File: src/rtl/serial_alu_pkg.sv
// Shared encodings for the bit-serial add/subtract controller.
package serial_alu_pkg;

  localparam logic [1:0] ST_IDLE = 2'd0;
  localparam logic [1:0] ST_RUN  = 2'd1;
  localparam logic [1:0] ST_DONE = 2'd2;

  localparam logic OP_ADD = 1'b0;
  localparam logic OP_SUB = 1'b1;

  typedef enum logic [1:0] {
    StIdle = ST_IDLE,
    StRun  = ST_RUN,
    StDone = ST_DONE
  } state_e;

endpackage

File: src/rtl/serial_addsub_ctrl_if.sv
// Host-side handshake and operand/result bundle for serial_addsub_ctrl.
interface serial_addsub_ctrl_if #(
  parameter int unsigned WIDTH = 8
) ();

  logic             start;
  logic             op_sub;
  logic [WIDTH-1:0] a;
  logic [WIDTH-1:0] b;
  logic             busy;
  logic             done;
  logic [WIDTH-1:0] result;
  logic             cout;
  logic             overflow;

  modport master (
    output start, op_sub, a, b,
    input  busy, done, result, cout, overflow
  );

  modport slave (
    input  start, op_sub, a, b,
    output busy, done, result, cout, overflow
  );

endinterface

File: src/rtl/adder.sv
// 1-bit full-adder cell shared by the serial datapath.
module adder (
  input  logic A,
  input  logic B,
  input  logic cin,
  output logic out,
  output logic cout
);

  assign out  = A ^ B ^ cin;
  assign cout = (A & B) | (cin & (A ^ B));

endmodule

File: src/rtl/serial_addsub_ctrl.sv
// Bit-serial add/subtract controller: feeds operands LSB-first through one
// full-adder cell, one bit per clock, with a start/busy/done handshake.
module serial_addsub_ctrl
  import serial_alu_pkg::*;
#(
  parameter int unsigned WIDTH = 8,
  parameter int unsigned CNT_W = $clog2(WIDTH)
) (
  input  logic                clk,
  input  logic                rst,
  serial_addsub_ctrl_if.slave bus
);

  localparam logic [CNT_W-1:0] LastBit = CNT_W'(WIDTH - 1);

  state_e           r_state;
  state_e           w_state_d;
  logic [WIDTH-1:0] r_sh_a;
  logic [WIDTH-1:0] r_sh_b;
  logic [WIDTH-1:0] r_result;
  logic [CNT_W-1:0] r_cnt;
  logic             r_carry;
  logic             r_cout;
  logic             r_ovf;

  logic w_sum;
  logic w_cout;
  logic w_last;
  logic w_oob;
  logic w_accept;

  assign w_last   = (r_cnt == LastBit);
  // Only reachable for non-power-of-two widths after an upset; recover to IDLE.
  assign w_oob    = ({1'b0, r_cnt} >= (CNT_W + 1)'(WIDTH));
  assign w_accept = bus.start && ((r_state == StIdle) || (r_state == StDone));

  adder u_adder (
    .A    (r_sh_a[0]),
    .B    (r_sh_b[0]),
    .cin  (r_carry),
    .out  (w_sum),
    .cout (w_cout)
  );

  always_comb begin
    w_state_d = r_state;
    case (r_state)
      StIdle, StDone: w_state_d = bus.start ? StRun : StIdle;
      StRun: begin
        if (w_oob) begin
          w_state_d = StIdle;
        end else if (w_last) begin
          w_state_d = StDone;
        end
      end
      default: w_state_d = StIdle;
    endcase
  end

  always_ff @(posedge clk or posedge rst) begin
    if (rst) begin
      r_state <= StIdle;
    end else begin
      r_state <= w_state_d;
    end
  end

  always_ff @(posedge clk or posedge rst) begin
    if (rst) begin
      r_sh_a   <= '0;
      r_sh_b   <= '0;
      r_result <= '0;
      r_cnt    <= '0;
      r_carry  <= 1'b0;
      r_cout   <= 1'b0;
      r_ovf    <= 1'b0;
    end else if (w_accept) begin
      // Subtract as A + ~B + 1: invert B here and seed the carry with 1.
      r_sh_a  <= bus.a;
      r_sh_b  <= (bus.op_sub == OP_ADD) ? bus.b : ~bus.b;
      r_carry <= (bus.op_sub == OP_SUB);
      r_cnt   <= '0;
    end else if (r_state == StRun && !w_oob) begin
      r_sh_a   <= r_sh_a >> 1;
      r_sh_b   <= r_sh_b >> 1;
      r_result <= {w_sum, r_result[WIDTH-1:1]};
      r_carry  <= w_cout;
      r_cnt    <= w_last ? '0 : r_cnt + 1'b1;
      if (w_last) begin
        r_cout <= w_cout;
        r_ovf  <= r_carry ^ w_cout;
      end
    end
  end

  assign bus.busy     = (r_state == StRun);
  assign bus.done     = (r_state == StDone);
  assign bus.result   = r_result;
  assign bus.cout     = r_cout;
  assign bus.overflow = r_ovf;

endmodule

File: src/flat_wrapper.sv
// flat-port wrapper written by rule: the top's interface ports become plain ports
module serial_addsub_ctrl_flat import serial_alu_pkg::*;
#(
  parameter int unsigned WIDTH = 8,
  parameter int unsigned CNT_W = $clog2(WIDTH)
)
  (clk, rst, bus_start, bus_op_sub, bus_a, bus_b, bus_busy, bus_done, bus_result, bus_cout, bus_overflow);
  serial_addsub_ctrl_if #(.WIDTH(WIDTH)) bus_i ();
  input  logic clk;
  input  logic rst;
  input wire logic [$bits(bus_i.start)-1:0] bus_start;
  input wire logic [$bits(bus_i.op_sub)-1:0] bus_op_sub;
  input wire logic [$bits(bus_i.a)-1:0] bus_a;
  input wire logic [$bits(bus_i.b)-1:0] bus_b;
  output wire logic [$bits(bus_i.busy)-1:0] bus_busy;
  output wire logic [$bits(bus_i.done)-1:0] bus_done;
  output wire logic [$bits(bus_i.result)-1:0] bus_result;
  output wire logic [$bits(bus_i.cout)-1:0] bus_cout;
  output wire logic [$bits(bus_i.overflow)-1:0] bus_overflow;
  assign bus_i.start = bus_start;
  assign bus_i.op_sub = bus_op_sub;
  assign bus_i.a = bus_a;
  assign bus_i.b = bus_b;
  assign bus_busy = bus_i.busy;
  assign bus_done = bus_i.done;
  assign bus_result = bus_i.result;
  assign bus_cout = bus_i.cout;
  assign bus_overflow = bus_i.overflow;
  serial_addsub_ctrl #(.WIDTH(WIDTH), .CNT_W(CNT_W)) u_core (.clk(clk), .rst(rst), .bus(bus_i));
endmodule
File: config.mk
export PLATFORM = sky130hd
export DESIGN_NAME = serial_addsub_ctrl_flat
export DESIGN_NICKNAME = d
export VERILOG_FILES = /design/src/rtl/serial_alu_pkg.sv /design/src/rtl/serial_addsub_ctrl_if.sv /design/src/rtl/adder.sv /design/src/rtl/serial_addsub_ctrl.sv /design/src/flat_wrapper.sv
export SDC_FILE = /design/constraint.sdc
export NUM_CORES = 1
export LEC_CHECK = 0
export ABC_CLOCK_PERIOD_IN_PS = 4630
export CORE_ASPECT_RATIO = 0.6
export CORE_MARGIN = 5
export CORE_UTILIZATION = 43
export CTS_CLUSTER_SIZE = 10
export DETAILED_ROUTE_END_ITERATION = 16
export GPL_TIMING_DRIVEN = 0
export MAX_ROUTING_LAYER = met4
export PLACE_DENSITY = 0.74
export SYNTH_ARGS = -nofsm -noshare
export SYNTH_HDL_FRONTEND = slang
export SYNTH_SLANG_ARGS = --single-unit
File: constraint.sdc
create_clock -name clk -period 4.63 [get_ports clk]
set_clock_uncertainty 0.2 [all_clocks]
set_input_delay 0.463 -clock clk [delete_from_list [all_inputs] [get_ports clk]]
set_output_delay 0.463 -clock clk [all_outputs]
set_load 0.05 [all_outputs]
==> results.yml, run 1 <==
yosys:
  synthFlopType: "dfrtp_1"
  synthDistinctLibCells: 26
  seq_area_frac_synth_pct: 55.7
  synth.top_cells.by_area: "dfrtp_1, nand2_1, a221o_1"
  synthAdderAreaFrac_pct: 3.13
  synth_top_area_cell: "dfrtp_1"
  synth_cells: 133
  async_flop_share_pct: 100
  synth_compound_area_share_pct: 12.4
  yosys.area_share.simple_pct: 16.4
  ys_ff_latch: 32
  synthMuxAreaShare_pct: 1.57
  synth_area_um2: 1440
  synthXorXnorAreaFrac_pct: 5.48
  avgSynthCellArea_um2: 10.8
  synth_top_family_by_area: "simple AND/OR/NAND/NOR gates"
  syn_nets: 156
  yosysWarningCount: 0
  synth_edf_count: 0
  synth_top_area_share_pct: 55.7
clock_network:
  htreeDepth: 2
  postCtsSetupRepairBufs: 0
  clkSinkCount: 32
  clock_tree.root_cell: "clkbuf_8"
  cts_tree: "done"
  cts.hold.buffers_added: 0
  cts_made_buffers: 5
  cts_resized: 0
  cts_max_path_buffers: 2
  path_clk_slew_ps: 60
  clk_latency_ps: 280
placed_design:
  io_buffers: 30
  dpl_worst_slack_ps: 2230
  dpl_cell_area_um2: 1800
  globalplace.congestion: 0.812
  placedCellCount: 208
  hpwl_mm: 2.29
worst_setup_path:
  regToRegSetupSlack_ps: 2960
  critPathKind: "register to output pin"
  worst-r2r-cell-count: 3
  timing.rr.start: "u_core.r_sh_a[0]"
  cp.required_ps: 3970
  worstPathMaxFanout: 10
  r2r_end: "u_core.bus.overflow"
  worstSetupStartpointType: "register"
  cp-end-kind: "output pin"
  arrival_ps: 2020
sta:
  fin_ws_ps: 1940
  tns_ps: 0
  setup_violations: 0
  grt_setup_unrepaired: "no"
  clock.fmax_mhz: 372
  slew_violations: 0
  period_share_pct: 58.0
  hold_violations: 0
  worst_pin_slew_ps: 507
  fin_crit_ps: 2690
  relSlewSlack_pct: 66.1
floorplan:
  num_rows: 16
  coreArea_um2: 3240
  dieArea_um2: 4640
  boundaryPins: 32
  initial_utilization_pct: 44.4
  die_h_um: 54.8
  fp.dieW_um: 84.7
route:
  routed_wirelength_mm: 3.03
  postRouteAntennaNets: 0
  vias_per_cell: 5.00
  wl_per_cell_um: 14.0
  drc: 0
  drtPass1Iterations: 6
  drtIter0Drc: 61
  vias: 1081
cells_and_area:
  stdcell_count: 216
  nNetsFinal: 194
  fillers: 282
  area_growth_pct: 32.1
  final_cell_mix: "nand2_1, dfrtp_1, clkdlybuf4s50_1, a22oi_1, nand3_1"
  fin_area_um2: 1900
  antenna_cells: 0
  drive_above_1_share_pct: 12.9
power:
  power_frac_comb_pct: 49.4
  clock_power_share_pct: 14.6
  leakagePower_nw: 0.885
  cellPowerDensity_nw_per_um2: 712
  p_switching_uw: 574
  vdd_drop_max_v: 0.000291
  swShare_pct: 42.5
  p_seq_share_pct: 36.1
  power_mw: 1.35
  internal-power_uw: 778
status:
  status: "finished, final reports clean"
hold_path:
  hp-class: "input port to async pin"
global_routing:
  grt-ovfl-total: 0
  antenna_found_initial: 0
  grt_pass1_wl_mm: 5.11
  grt_max_degree: 33
  grt_pass1_vias: 1186
  grtUsageTotal_pct: 15.1
run:
  cap_viol_max_count: 0
-- per-stage QoR --
stage,hold slack (ps),util [%]
floorplan,266,-
global placement,264,55.4
detailed placement,275,55.4
CTS,296,57.8
global route,294,58.6
finish,281,58.6
-- critical path: stages (launching register included) --
cell	delay (ps)
dfrtp_1	370
nand2b_2	200
inv_4	110
buf_2	220
clkdlybuf4s50_1	840
-- Yosys cell counts, types with 3 or more instances --
| master | count |
|---|---|
| a22oi_1 | 8 |
| nand3_1 | 8 |
| buf_2 | 5 |
| a221o_1 | 7 |
| a22o_1 | 3 |
| dfrtp_1 | 32 |
| xnor2_1 | 7 |
| nand2_1 | 32 |
| nor2_1 | 7 |
-- sequential cells by signal (all words and copies together) (netlist names) --
| name | count |
|---|---|
| u_core.r_cnt | 3 |
| u_core.r_sh_b | 8 |
| u_core.bus.cout | 1 |
| u_core.r_sh_a | 8 |
| u_core.bus.overflow | 1 |
| u_core.r_state | 2 |
| u_core.bus.result | 8 |
| u_core.r_carry | 1 |
-- layout make-up --
| cell class | count | area (um2) | share of cell area, % |
|---|---|---|---|
| clock inverters | 1 | 5.00 | 0.263 |
| inverters | 3 | 13.8 | 0.724 |
| plain buffers | 9 | 62.6 | 3.29 |
| multi-input cells | 89 | 562 | 29.6 |
| clock buffers | 6 | 72.6 | 3.82 |
| repair buffers | 31 | 328 | 17.2 |
| well taps | 45 | 56.3 | 2.96 |
| flip-flops and latches | 32 | 801 | 42.1 |
-- worst max-delay path by stage --
| stage | startpoint | endpoint | slack [ps] | cells after the start |
|---|---|---|---|---|
| 6_report | u_core.r_state[1] | bus_busy | 1940 | 4 |
| 3_3_place_gp | u_core.r_state[1] | bus_busy | 2270 | 4 |
| 4_1_cts | u_core.r_state[1] | bus_busy | 1920 | 4 |
| 5_1_grt | u_core.r_state[1] | bus_busy | 1860 | 4 |
| 2_1_floorplan | u_core.r_state[0] | bus_done | 2870 | 1 |
| 3_5_place_dp | u_core.r_state[1] | bus_busy | 2230 | 4 |
-- power groups by stage --
stage | Clock, mW | Combinational (mW) | Sequential [mW]
finish | 0.197 | 0.668 | 0.488
global route | 0.212 | 0.731 | 0.506
CTS | 0.201 | 0.672 | 0.489
detailed placement | 0 | 0.672 | 0.493
global placement | 0 | 0.647 | 0.485
floorplan | 0 | 0.353 | 0.608
-- cell families (layout without fill, tap and decap cells) --
| logic type | after synthesis | after routing |
|---|---|---|
| flip-flops | 32 | 32 |
| AO/OA/AOI/OAI | 21 | 21 |
| adder cells (fa/ha/maj) | 3 | 3 |
| XOR/XNOR | 9 | 9 |
| buffers and inverters | 12 | 50 |
| AND/OR/NAND/NOR | 54 | 54 |
| multiplexers | 2 | 2 |
-- routing by layer --
| metal | vias to the layer above | routed length (um) | GRT usage (%) |
|---|---|---|---|
| met1 | 535 | 1400 | 17.4 |
| met4 | 0 | 39 | 7.11 |
| met3 | 5 | 105 | 4.96 |
| li1 | 526 | - | - |
| met2 | 15 | 1480 | 24.8 |
| met5 | - | 0 | - |
Note: power is estimated with default switching activity, not from simulation.
==> inputs of run 2 (changes only) <==
--- a/config.mk
+++ b/config.mk
@@ -5,7 +5,7 @@
 export SDC_FILE = /design/constraint.sdc
 export NUM_CORES = 1
 export LEC_CHECK = 0
-export ABC_CLOCK_PERIOD_IN_PS = 4630
+export ABC_CLOCK_PERIOD_IN_PS = 2400
 export CORE_ASPECT_RATIO = 0.6
 export CORE_MARGIN = 5
 export CORE_UTILIZATION = 43
@@ -13,7 +13,7 @@
 export DETAILED_ROUTE_END_ITERATION = 16
 export GPL_TIMING_DRIVEN = 0
 export MAX_ROUTING_LAYER = met4
-export PLACE_DENSITY = 0.74
+export PLACE_DENSITY = 0.77
 export SYNTH_ARGS = -nofsm -noshare
 export SYNTH_HDL_FRONTEND = slang
 export SYNTH_SLANG_ARGS = --single-unit
==> constraint.sdc (replaced) <==
create_clock -name clk -period 2.4 [get_ports clk]
set_clock_uncertainty 0.2 [all_clocks]
set_input_delay 0.24 -clock clk [delete_from_list [all_inputs] [get_ports clk]]
set_output_delay 0.24 -clock clk [all_outputs]
set_load 0.05 [all_outputs]
==> run 2 against run 1 <==
  * Cell count stayed put
  * Cell area decreased by 0.72%
  * Sequential power is 94% higher
  * Routed wire length is 0.46% lower
  * Sequential cell count is the same
  * Combinational power increased by 92%
  * Core utilization down 0.42 points
  * Global-route usage decreased by 0.35 points
  * Worst hold slack worse by 92 ps
  * Register-to-register slack got worse by 2200 ps
  * Largest cell class unchanged
  * Die area unchanged
==> results.yml, run 2 (same netlist as run 1, synthesis figures left out) <==
clock_network:
  cts.hold.buffers_added: 0
  clk_latency_ps: 280
  clkSinkCount: 32
  clock_tree.root_cell: "clkbuf_8"
  cts_tree: "done"
  htreeDepth: 2
  cts_made_buffers: 5
  cts_max_path_buffers: 2
  path_clk_slew_ps: 70
worst_setup_path:
  critPathKind: "register to output pin"
  worst_path_max_delay_cell: "dlygate4sd2_1"
  worst-path-buf-inv: 3
  worstPathCellList: "nand2b_2, inv_4, buf_2, dlygate4sd2_1"
  arrival_ps: 1760
  worstSetupStartpointType: "register"
  regToRegSetupSlack_ps: 750
  slowest_delay_ps: 560
  cp.required_ps: 1960
  cp-end-kind: "output pin"
  worstPathMaxFanout: 10
  path_delay_family: "buffers and inverters"
route:
  vias: 1109
  wl_per_cell_um: 14.0
  drtPass1Iterations: 7
  drtIter0Drc: 59
  postRouteAntennaNets: 0
  routed_wirelength_mm: 3.02
  vias_per_cell: 5.13
  drc: 0
cells_and_area:
  antenna_cells: 0
  final_cell_mix: "nand2_1, dfrtp_1, clkdlybuf4s50_1, a22oi_1, nand3_1"
  drive_above_1_share_pct: 13.5
  area_growth_pct: 31.1
  finish.utilization_pct: 58.2
  nNetsFinal: 193
floorplan:
  initial_utilization_pct: 44.4
  dieArea_um2: 4640
  boundaryPins: 32
  fp.dieW_um: 84.7
  coreArea_um2: 3240
  num_rows: 16
  die_h_um: 54.8
sta:
  tns_ps: 0
  period_share_pct: 91.8
  setup_violations: 0
  grt_setup_unrepaired: "no"
  clock.fmax_mhz: 454
  slew_violations: 0
  fin_crit_ps: 2200
  relSlewSlack_pct: 21.2
  hold_violations: 0
  worst_pin_slew_ps: 1180
power:
  vdd_drop_max_v: 0.000543
  leakagePower_nw: 0.882
  cellPowerDensity_nw_per_um2: 1400
global_routing:
  grt_pass1_vias: 1104
  antenna_found_initial: 0
  grt-ovfl-total: 0
  grtUsageTotal_pct: 14.8
  grt_max_degree: 33
  grt_pass1_wl_mm: 4.97
placed_design:
  globalplace.congestion: 0.828
  io_buffers: 30
  hpwl_mm: 2.27
hold_path:
  hp-class: "input port to register"
run:
  cap_viol_max_count: 0
status:
  status: "finished, final reports clean"
## run 2: tightest hold or removal path, cell delays in order
cell	delay (ps)
buf_2	230
a22oi_1	100
nand2_1	60
## run 2: path summary, 6_finish.rpt
check	from	endpoint	cells after the start
max in group asynchronous	rst	u_core.bus.result[1]	2
worst min-delay path	bus_op_sub	u_core.r_carry	3
worst min register to register	u_core.bus.result[0]	u_core.bus.result[0]	2
worst max-delay path	u_core.r_state[1]	bus_busy	4
min in group asynchronous	rst	u_core.bus.result[2]	2
worst max register to register	u_core.r_sh_a[0]	u_core.bus.overflow	3
## run 2: through the flow
step / hold slack, ps / instances / setup slack [ps] / cell area, um2 / total power, mW
floorplan: 156 / 133 / 826 / 1440 / 1.85
global placement: 265 / 208 / 254 / 1800 / 2.18
detailed placement: 278 / 208 / 232 / 1800 / 2.25
CTS: 194 / 216 / 196 / 1890 / 2.67
global route: 258 / 216 / 119 / 1890 / 2.83
finish: 189 / 216 / 198 / 1890 / 2.65
## run 2: timing repair
action | in CTS | in global routing
setup endpoints to repair | 1 | 0
setup buffers | 0 | 0
gates resized for setup | 1 | 0
## run 2: per-layer routing
layer,track usage (%),share of wire (%),up-vias
met1,17.6,44,548
met3,4.66,5.6,5
met4,5.79,1.2,0
met5,-,0,-
met2,24.0,49,30
li1,-,-,526
## run 2: power breakdown
group          switching [mW]  leakage, nW  internal [mW]
sequential              0.163        0.404          0.785
clock                   0.193       0.0510          0.228
combinational           0.767        0.427          0.510
total                    1.12        0.882           1.52
## run 2: cell type report
class,instances,area [um2]
multi-input cells,89,562
repair buffers,30,299
well taps,45,56.3
clock inverters,2,10.0
inverters,3,13.8
fillers,262,1360
clock buffers,6,82.6
flip-flops and latches,32,801
plain buffers,9,62.6
